==> config.mk <==
export PLATFORM = sky130hd
export DESIGN_NAME = jtpopeye_objshift
export DESIGN_NICKNAME = d
export VERILOG_FILES = /design/src/rtl/jtpopeye_obj_pkg.sv /design/src/rtl/jtpopeye_objshift_ch.sv /design/src/rtl/jtpopeye_objshift.sv
export SDC_FILE = /design/constraint.sdc
export NUM_CORES = 1
export LEC_CHECK = 0
export ABC_AREA = 1
export BUFFER_PORTS_ARGS = -buffer_cell sky130_fd_sc_hd__buf_2
export CAP_MARGIN = 30
export CELL_PAD_IN_SITES_DETAIL_PLACEMENT = 1
export CELL_PAD_IN_SITES_GLOBAL_PLACEMENT = 1
export CORE_ASPECT_RATIO = 1.75
export CORE_MARGIN = 3
export CORE_UTILIZATION = 45
export DETAILED_ROUTE_END_ITERATION = 10
export MAX_ROUTING_LAYER = met4
export PLACE_DENSITY = 0.86
export SLEW_MARGIN = 20
export SYNTH_ARGS = -nofsm -noshare
export SYNTH_HDL_FRONTEND = slang
export SYNTH_HIERARCHICAL = 1
export SYNTH_SLANG_ARGS = --single-unit
==> constraint.sdc <==
create_clock -name clk -period 3 [get_ports clk]
set_input_delay 0.3 -clock clk [delete_from_list [all_inputs] [get_ports clk]]
set_output_delay 0.3 -clock clk [all_outputs]
set_load 0.005 [all_outputs]
==> src/rtl/jtpopeye_obj_pkg.sv <==
// Shared channel-state type and helpers for the multi-channel object shifter.
// Fields are sized for the largest supported configuration; unused upper bits stay zero.
package jtpopeye_obj_pkg;

  localparam int MAX_PLANES = 8;
  localparam int MAX_W      = 32;
  localparam int MAX_PALW   = 8;
  localparam int MAX_CNTW   = $clog2(MAX_W) + 1;

  typedef struct packed {
    logic [MAX_PLANES-1:0][MAX_W-1:0] planes;
    logic [MAX_PALW-1:0]              pal;
    logic                             hflip;
    logic [MAX_CNTW-1:0]              cnt;
  } obj_state_t;

  function automatic logic obj_transparent(
    input logic [MAX_PLANES-1:0] bits,
    input logic [MAX_PALW-1:0]   pal,
    input logic [MAX_CNTW-1:0]   cnt
  );
    return (bits == '0) || (pal == '0) || (cnt == '0);
  endfunction

  function automatic logic [MAX_W-1:0] low_mask(input int n);
    logic [MAX_W-1:0] m;
    for (int i = 0; i < MAX_W; i++) m[i] = (i < n);
    return m;
  endfunction

  function automatic int ch_idx_w(input int ch);
    return (ch > 1) ? $clog2(ch) : 1;
  endfunction

endpackage

==> src/rtl/jtpopeye_objshift_ch.sv <==
// One object channel: pending slot fed by a valid/ready handshake, plus the
// active shift register that serialises one pixel per pixel enable.
module jtpopeye_objshift_ch
  import jtpopeye_obj_pkg::*;
#(
  parameter int PLANES = 2,
  parameter int W      = 16,
  parameter int PALW   = 3
) (
  input  logic                 clk,
  input  logic                 rst,
  input  logic                 i_pxl_cen,
  input  logic                 i_blank,
  input  logic                 i_ld_valid,
  output logic                 o_ld_ready,
  input  logic [PLANES*W-1:0]  i_ld_data,
  input  logic [PALW-1:0]      i_ld_pal,
  input  logic                 i_ld_hflip,
  output logic [PLANES-1:0]    o_bits,
  output logic [PALW-1:0]      o_pal,
  output logic                 o_opaque
);

  localparam logic [MAX_CNTW-1:0] CNT_FULL = MAX_CNTW'(W);
  localparam logic [MAX_CNTW-1:0] CNT_ONE  = MAX_CNTW'(1);
  localparam logic [MAX_W-1:0]    W_MASK   = low_mask(W);

  obj_state_t            r_act;
  obj_state_t            r_pend;
  logic                  r_pend_full;
  obj_state_t            w_ld;
  obj_state_t            w_shift;
  logic [MAX_PLANES-1:0] w_pix;
  logic                  w_accept;
  logic                  w_promote;

  // The pending copy already carries cnt=W so a promote is a plain struct copy.
  always_comb begin
    w_ld = '0;
    for (int p = 0; p < PLANES; p++) begin
      w_ld.planes[p] = MAX_W'(i_ld_data[p*W +: W]);
    end
    w_ld.pal   = MAX_PALW'(i_ld_pal);
    w_ld.hflip = i_ld_hflip;
    w_ld.cnt   = CNT_FULL;
  end

  always_comb begin
    w_pix = '0;
    for (int p = 0; p < PLANES; p++) begin
      w_pix[p] = r_act.hflip ? r_act.planes[p][W-1] : r_act.planes[p][0];
    end
  end

  // Left shifts are masked so stale bits never reach the flipped output bit.
  always_comb begin
    w_shift = r_act;
    for (int p = 0; p < MAX_PLANES; p++) begin
      w_shift.planes[p] = r_act.hflip ? ((r_act.planes[p] << 1) & W_MASK)
                                      : (r_act.planes[p] >> 1);
    end
    w_shift.cnt = r_act.cnt - CNT_ONE;
  end

  assign w_accept  = i_ld_valid & ~r_pend_full;
  assign w_promote = r_pend_full & (r_act.cnt <= CNT_ONE);

  // Accept and promote are mutually exclusive: one needs pending empty, the other full.
  always_ff @(posedge clk or posedge rst) begin
    if (rst) begin
      r_act       <= '0;
      r_pend      <= '0;
      r_pend_full <= 1'b0;
    end else begin
      if (i_pxl_cen) begin
        if (i_blank) begin
          r_act.cnt <= '0;
        end else if (w_promote) begin
          r_act       <= r_pend;
          r_pend_full <= 1'b0;
        end else if (r_act.cnt != '0) begin
          r_act <= w_shift;
        end
      end
      if (w_accept) begin
        r_pend      <= w_ld;
        r_pend_full <= 1'b1;
      end
    end
  end

  assign o_ld_ready = ~r_pend_full;
  assign o_bits     = w_pix[PLANES-1:0];
  assign o_pal      = r_act.pal[PALW-1:0];
  assign o_opaque   = ~obj_transparent(w_pix, r_act.pal, r_act.cnt);

endmodule

==> src/rtl/jtpopeye_objshift.sv <==
// Multi-channel object pixel shifter: CH double-buffered channels merged by a
// fixed-priority mixer (lowest index wins) into one registered object pixel.
module jtpopeye_objshift
  import jtpopeye_obj_pkg::*;
#(
  parameter int CH     = 2,
  parameter int PLANES = 2,
  parameter int W      = 16,
  parameter int PALW   = 3
) (
  input  logic                       clk,
  input  logic                       rst,
  input  logic                       pxl_cen,
  input  logic                       blank,
  input  logic [CH-1:0]              ld_valid,
  output logic [CH-1:0]              ld_ready,
  input  logic [CH*PLANES*W-1:0]     ld_data,
  input  logic [CH*PALW-1:0]         ld_pal,
  input  logic [CH-1:0]              ld_hflip,
  output logic [PALW+PLANES-1:0]     pxl_col,
  output logic [ch_idx_w(CH)-1:0]    pxl_ch,
  output logic                       pxl_valid
);

  localparam int CHW = ch_idx_w(CH);

  logic [CH-1:0][PLANES-1:0] w_bits;
  logic [CH-1:0][PALW-1:0]   w_pal;
  logic [CH-1:0]             w_opaque;
  logic [PALW+PLANES-1:0]    w_col;
  logic [CHW-1:0]            w_ch;
  logic                      w_hit;
  logic [PALW+PLANES-1:0]    r_col;
  logic [CHW-1:0]            r_ch;
  logic                      r_valid;

  for (genvar gi = 0; gi < CH; gi++) begin : g_ch
    jtpopeye_objshift_ch #(
      .PLANES (PLANES),
      .W      (W),
      .PALW   (PALW)
    ) u_ch (
      .clk        (clk),
      .rst        (rst),
      .i_pxl_cen  (pxl_cen),
      .i_blank    (blank),
      .i_ld_valid (ld_valid[gi]),
      .o_ld_ready (ld_ready[gi]),
      .i_ld_data  (ld_data[gi*PLANES*W +: PLANES*W]),
      .i_ld_pal   (ld_pal[gi*PALW +: PALW]),
      .i_ld_hflip (ld_hflip[gi]),
      .o_bits     (w_bits[gi]),
      .o_pal      (w_pal[gi]),
      .o_opaque   (w_opaque[gi])
    );
  end

  // Scan from the highest index down so the lowest opaque channel is written last.
  always_comb begin
    w_col = '0;
    w_ch  = '0;
    w_hit = 1'b0;
    for (int c = CH - 1; c >= 0; c--) begin
      if (w_opaque[c]) begin
        w_col = {w_pal[c], w_bits[c]};
        w_ch  = CHW'(c);
        w_hit = 1'b1;
      end
    end
  end

  always_ff @(posedge clk or posedge rst) begin
    if (rst) begin
      r_col   <= '0;
      r_ch    <= '0;
      r_valid <= 1'b0;
    end else if (pxl_cen) begin
      if (blank) begin
        r_col   <= '0;
        r_ch    <= '0;
        r_valid <= 1'b0;
      end else begin
        r_col   <= w_col;
        r_ch    <= w_ch;
        r_valid <= w_hit;
      end
    end
  end

  assign pxl_col   = r_col;
  assign pxl_ch    = r_ch;
  assign pxl_valid = r_valid;

endmodule
==> results_dict.tcl, run 1 <==
set metrics [dict create \
    cts.clk_slew.worst_paths_ns 0.08 \
    timing_worst_slew_pin_value_ns 0.948 \
    floorplan.die.height_um 186 \
    first_global_vias 7143 \
    timing.hold.ws_ns 0.0676 \
    critical_path_class "flip-flop to flip-flop" \
    postPlaceCellArea_um2 8840 \
    run_status "completed" \
    count_of_placed_standard_cells_including_taps 1231 \
    grt_antenna_before_repair 1 \
    period_share 0.785 \
    timing.critical_path.cells "inv_1 -> ha_1 -> o21ai_1 -> nor2_4 -> buf_4 -> nand2_1 -> o21ai_0 -> nand2_1 -> nand2_1" \
    grt_max_degree 81 \
    pwr_density_cell_nw_per_um2 1100 \
    syn-cell-area_um2 8320 \
    cap_violations 0 \
    grt_pass1_wl_mm 35.3 \
    slowest_stage "sky130_fd_sc_hd__nor2_4" \
    critical_path.most_common_cell "sky130_fd_sc_hd__nand2_1" \
    tritoncts "done" \
    drt-initial-drc-count 310 \
    final-hold-violation-count 0 \
    drtAntennaViolNets 0 \
    start_util 0.459 \
    cts_hold_buf 1 \
    drt-total-wl_mm 21.4 \
    postCtsResizedCells 0 \
    synth_warnings 6 \
    final_cell_area_um2 9440 \
    fill_cells 2182 \
    endpoint_kind "flip-flop" \
    kind_of_path_behind_the_tightest_hold_check "input pin to flip-flop" \
    post_layout_nonfiller_instances 1265 \
    crit_arrival_ns 2.73 \
    synthDominantCellAreaShare 0.502 \
    place.gp.congestion 0.860 \
    mean_number_of_vias_per_cell 5.24 \
    detailedPlace.worstSlack_ns 0.705 \
    gr_overflow_total 0 \
    synth-seq-area-share 0.502 \
    cpPeakStageDelay_ns 0.60 \
    numCtsBuffers 17 \
    vias 6623 \
    setup_viol_count_final 0 \
    timing.critical_path.max_delay_family "simple AND/OR/NAND/NOR gates" \
    drc 0 \
    cts_root_buffer "sky130_fd_sc_hd__clkbuf_16" \
    grt_setup_unrepaired "false" \
    leakage_power_nw 4.67 \
    ctsHtreeMaxLevel 4 \
    post_synth_inst_count 951 \
    ys_top_cells_by_area "sky130_fd_sc_hd__dfrtp_1, sky130_fd_sc_hd__nand2_1, sky130_fd_sc_hd__mux2_2" \
    top_ports 87 \
    final_critical_path_setup_slack_ns 0.644 \
    start_kind "flip-flop" \
    busiest_layer "met2" \
    io_buffer_count 86 \
    synth.avg_cell_area_um2 8.75 \
    grt_use_met2 0.421 \
    ys_seq_elements 167 \
    peakVddDrop_uv 511 \
    clock_skew_ns 0.0149 \
    cp_num_buf_inv 2 \
    fmaxAchievable_mhz 424 \
    global_route.usage.total 0.231 \
    clock_sinks 167 \
    synth_cell_type_count 25 \
    worstSkewPairLatency_ns 0.44 \
    detailed_place_hpwl_mm 13.8 \
    leading_area_contributor_after_synthesis "sky130_fd_sc_hd__dfrtp_1" \
    synth.net_count 1035 \
    finalNetCount 1101 \
    maxSlewViolCount 0 \
    die_area_um2 20200 \
    flow.area_growth_from_synthesis_pct 13.3 \
    grt.met3_usage 0.0382 \
    post-cts-setup-buffer-count 0 \
    final_critical_path_required_period_ns 2.36 \
    row_count 65 \
    timing.max_slew.rel_slack 0.368 \
    wl_cell_um 16.9 \
    totalNegativeSetupSlack_ns 0 \
    timing.critical_path.fanout_max 35 \
    worst_ep_required_time_ns 3.37 \
    grt_use_met1 0.239 \
    chipWidth_um 109 \
    core-area_um2 18100 \
    final_layout_size_suffix_gt1_frac 0.256 \
    drt-pass1-iter-count 4 \
    clockBufferDepth 2 \
]
## sequential cells by signal, indices dropped and copies added (netlist names)
signal / flops
g_ch.u_ch/r_pend_full: 2
g_ch.u_ch/o_pal: 6
pxl_valid: 1
pxl_col: 5
g_ch.u_ch/r_pend: 74
pxl_ch: 1
g_ch.u_ch/r_act: 78
## Yosys cell counts (all sizes together)
cell and count:
ha 6, inv 37, buf 43, o21ai 127, or2 54, nand2 367, nand3 34, a21oi 2
dfrtp 167, nor3 2, xor2 4, clkbuf 10, mux2 72, nor2 26
## metrics by stage
step	utilization	power (mW)
6_report	0.520	10.4
5_1_grt	0.520	11.3
4_1_cts	0.520	10.5
3_5_place_dp	0.487	8.16
3_3_place_gp	0.487	7.93
2_1_floorplan	-	7.19
## final cells by class
class,instances,area [um2],area share
antenna,1,2.50,0.000265
clock buffer,20,467,0.0495
clock inverter,12,118,0.0125
inverter,37,143,0.0151
multi-input combinational,694,3660,0.388
sequential,167,4180,0.443
tap,234,293,0.0310
timing repair buffer,100,576,0.0610
## worst reg2reg max path: cells and delay by family (launching register included)
family,cells,cell delay [ns]
simple gates,4,0.86
flops,1,0.43
compound gates,2,0.24
fa+ha+maj,1,0.26
buf+inv,2,0.51
## cells in the final DEF (no fill, tap or decap), types with 18 or more instances in the layout
cell type / count
sky130_fd_sc_hd__buf_2: 86
sky130_fd_sc_hd__dfrtp_1: 167
sky130_fd_sc_hd__inv_1: 30
sky130_fd_sc_hd__mux2_1: 18
sky130_fd_sc_hd__mux2_2: 54
sky130_fd_sc_hd__nand2_1: 364
sky130_fd_sc_hd__nand3_1: 32
sky130_fd_sc_hd__o21ai_0: 88
sky130_fd_sc_hd__o21ai_1: 39
sky130_fd_sc_hd__or2_2: 54
## power by group
group	switching (mW)	internal, mW	leakage, nW
combinational	2.43	1.73	2.33
clock	0.965	1.22	0.276
sequential	0.811	3.27	2.06
total	4.20	6.21	4.67
## final timing paths
| check | startpoint | end | slack [ns] | cells after the start |
|---|---|---|---|---|
| min reg2reg | g_ch[1].u_ch/r_pend[4]$_DFFE_PP0P_ | g_ch[1].u_ch/r_pend[4]$_DFFE_PP0P_ | 0.46 | 2 |
| min in group asynchronous | rst | pxl_col[0]$_DFFE_PP0P_ | 0.40 | 3 |
| max reg2reg | g_ch[0].u_ch/r_act[0]$_DFFE_PP0P_ | g_ch[0].u_ch/r_act[62]$_DFFE_PP0P_ | 0.64 | 9 |
| max in group asynchronous | rst | g_ch[1].u_ch/r_pend[54]$_DFFE_PP0P_ | 2.10 | 4 |
| min | ld_data[61] | g_ch[1].u_ch/r_pend[60]$_DFFE_PP0P_ | 0.07 | 2 |
| max | g_ch[0].u_ch/r_act[0]$_DFFE_PP0P_ | g_ch[0].u_ch/r_act[62]$_DFFE_PP0P_ | 0.64 | 9 |
## per-layer routing
layer / part of all wire / vias to the layer above
met5: 0 / -
met4: 0.029 / 0
met3: 0.030 / 43
met2: 0.55 / 116
met1: 0.39 / 3286
li1: - / 3178
## cells by family after synthesis
group                    after synthesis  share of synthesized area
buffers and inverters                 90                     0.0585
multiplexers                          72                     0.0974
adder cells (fa/ha/maj)                6                    0.00902
AND/OR/NAND/NOR                      483                      0.251
flip-flops                           167                      0.502
XOR/XNOR                               4                    0.00421
AO/OA/AOI/OAI                        129                     0.0776
(Power assumes the default switching activity.)
==> run 2: changes to the inputs <==
==> constraint.sdc (replaced) <==
create_clock -name clk -period 2.3 [get_ports clk]
set_input_delay 0.23 -clock clk [delete_from_list [all_inputs] [get_ports clk]]
set_output_delay 0.23 -clock clk [all_outputs]
set_load 0.005 [all_outputs]
==> run 2 against run 1 <==
Net effect: cell count rose by 1.6%; die area did not move; hold slack got worse by 0.055 ns; critical endpoint is now g_ch[1].u_ch/r_act[52]$_DFFE_PP0P_; register-to-register slack got worse by 0.33 ns; flip-flop and latch count unchanged; total power increased by 32%; clock power is 32% higher; clock skew shrank 0.0051 ns; sequential share of layout area fell by 0.99 points; critical path depth stayed put; worst setup slack worse by 0.33 ns; wire length increased by 2.0%.
==> results_dict.tcl, run 2 (synthesis results as in run 1) <==
set metrics [dict create \
    run_status "completed" \
    postCtsResizedCells 0 \
    start_kind "flip-flop" \
    reg2reg_slack_ns 0.32 \
    switching_share 0.407 \
    cap_violations 0 \
    cell_internal_pwr_mw 8.15 \
    drc 0 \
    final_critical_path_setup_slack_ns 0.319 \
    timing_worst_slew_pin_value_ns 0.596 \
    tritoncts "done" \
    period_share 0.861 \
    core-area_um2 18100 \
    peakVddDrop_uv 622 \
    top_ports 87 \
    critical_path_class "flip-flop to flip-flop" \
    drt-initial-drc-count 286 \
    p_clk_frac 0.210 \
    clockBufferDepth 2 \
    flow.area_growth_from_synthesis_pct 15.9 \
    wl_met1_mm 8.18 \
    finalNetCount 1121 \
    timing.hold.ws_ns 0.0121 \
    start_util 0.459 \
    fmaxAchievable_mhz 505 \
    numCtsBuffers 17 \
    postPlaceCellArea_um2 8890 \
    detailedPlace.worstSlack_ns 0.393 \
    largest_register_ff_count 78 \
    r2r_end "g_ch[1].u_ch/r_act[52]$_DFFE_PP0P_" \
    vias 6729 \
    timing.hold.worst.start "ld_pal[4]" \
    first_global_vias 7243 \
    ctsHtreeMaxLevel 4 \
    routed-wl-met3_um 603 \
    drtAntennaViolNets 0 \
    most-common-layout-cells "sky130_fd_sc_hd__nand2_1, sky130_fd_sc_hd__dfrtp_1, sky130_fd_sc_hd__o21ai_0" \
    dr.max_layer_used "met4" \
    drt-total-wl_mm 21.9 \
    post-cts-setup-buffer-count 0 \
    pwr-share-comb 0.406 \
    fill_cells 2126 \
    worst_ep_required_time_ns 2.68 \
    power_switching_mw 5.60 \
    worstSkewPairLatency_ns 0.44 \
    grt_pass1_wl_mm 35.5 \
    hold-path-endpoint "g_ch[1].u_ch/r_pend[8]$_DFFE_PP0P_" \
    kind_of_path_behind_the_tightest_hold_check "input pin to flip-flop" \
    totalNegativeSetupSlack_ns 0 \
    global_route.usage.total 0.231 \
    final_critical_path_required_period_ns 1.98 \
    die_area_um2 20200 \
    clock_skew_ns 0.00979 \
    final_layout_size_suffix_gt1_frac 0.254 \
    whs_path_depth 2 \
    routed-wl-met2_mm 12.4 \
    timing.rr.start "g_ch[1].u_ch/r_act[0]$_DFFE_PP0P_" \
    multi_input_area_um2 3660 \
    rr_worst_depth 9 \
    count_of_placed_standard_cells_including_taps 1234 \
    power_mw 13.7 \
    row_count 65 \
    drt-pass1-iter-count 4 \
    cts.clk_slew.worst_paths_ns 0.07 \
    grt_setup_unrepaired "false" \
    chipWidth_um 109 \
    grt_antenna_before_repair 1 \
    max_flop_register "g_ch.u_ch/r_act" \
    pwr_density_cell_nw_per_um2 1420 \
    mean_number_of_vias_per_cell 5.24 \
    maxSlewViolCount 0 \
    final_cell_area_um2 9650 \
    cts_hold_buf 12 \
    wl_cell_um 17.0 \
    seqCellArea_um2 4180 \
    post_layout_nonfiller_instances 1285 \
    timing.critical_path.fanout_max 37 \
    seq_power_share 0.385 \
    clock_sinks 167 \
    place.gp.congestion 0.885 \
    final-hold-violation-count 0 \
    gr_overflow_total 0 \
    setup_viol_count_final 0 \
    detailed_place_hpwl_mm 14.4 \
    cts_root_buffer "sky130_fd_sc_hd__clkbuf_16" \
    floorplan.die.height_um 186 \
    io_buffer_count 86 \
    final_common_cell "sky130_fd_sc_hd__nand2_1" \
    endpoint_kind "flip-flop" \
    crit_arrival_ns 2.36 \
    timing.max_slew.rel_slack 0.602 \
    leakage_power_nw 4.77 \
    grt_max_degree 81 \
    postLayoutCoreUtil 0.532 \
]
[run 2: worst max-delay path: stages (launching register included)]
cell                      delay, ns
sky130_fd_sc_hd__dfrtp_1       0.42
sky130_fd_sc_hd__inv_1         0.12
sky130_fd_sc_hd__ha_1          0.28
sky130_fd_sc_hd__o21ai_1       0.15
sky130_fd_sc_hd__nor2_4        0.29
sky130_fd_sc_hd__buf_12        0.24
sky130_fd_sc_hd__nand2_1       0.12
sky130_fd_sc_hd__o21ai_0       0.11
sky130_fd_sc_hd__nand2_1       0.09
sky130_fd_sc_hd__nand2_1       0.10
[run 2: area by class of cell]
cell class | instances | share of cell area
sequential | 167 | 0.433
inverter | 37 | 0.0148
clock buffer | 17 | 0.0441
tap | 234 | 0.0303
antenna | 1 | 0.000259
timing repair buffer | 120 | 0.0822
multi-input combinational | 694 | 0.379
clock inverter | 15 | 0.0163
[run 2: worst max path at each step]
stage / start / cells after the start / end
2_1_floorplan: rst / 1 / g_ch[0].u_ch/o_pal[0]$_DFFE_PP0P_
3_3_place_gp: g_ch[1].u_ch/r_act[0]$_DFFE_PP0P_ / 9 / g_ch[1].u_ch/r_act[4]$_DFFE_PP0P_
3_5_place_dp: g_ch[0].u_ch/r_act[0]$_DFFE_PP0P_ / 9 / g_ch[0].u_ch/r_act[18]$_DFFE_PP0P_
4_1_cts: g_ch[1].u_ch/r_act[0]$_DFFE_PP0P_ / 9 / g_ch[1].u_ch/r_act[15]$_DFFE_PP0P_
5_1_grt: g_ch[1].u_ch/r_act[0]$_DFFE_PP0P_ / 9 / g_ch[1].u_ch/r_act[52]$_DFFE_PP0P_
6_report: g_ch[1].u_ch/r_act[0]$_DFFE_PP0P_ / 9 / g_ch[1].u_ch/r_act[52]$_DFFE_PP0P_
[run 2: power by group through the flow]
| stage | registers, mW | clock network [mW] | logic [mW] |
|---|---|---|---|
| final | 5.29 | 2.88 | 5.58 |
| after CTS | 5.27 | 2.94 | 5.64 |
| after global placement | 5.24 | 0 | 5.22 |
| after detailed placement | 5.29 | 0 | 5.49 |
| after floorplan | 4.89 | 0 | 4.48 |
| after global routing | 5.46 | 3.08 | 6.34 |
[run 2: layer usage]
layer / up-vias / GRT usage
met5: - / -
met4: 0 / 0.0981
met3: 46 / 0.0448
met2: 123 / 0.435
met1: 3347 / 0.227
li1: 3213 / -
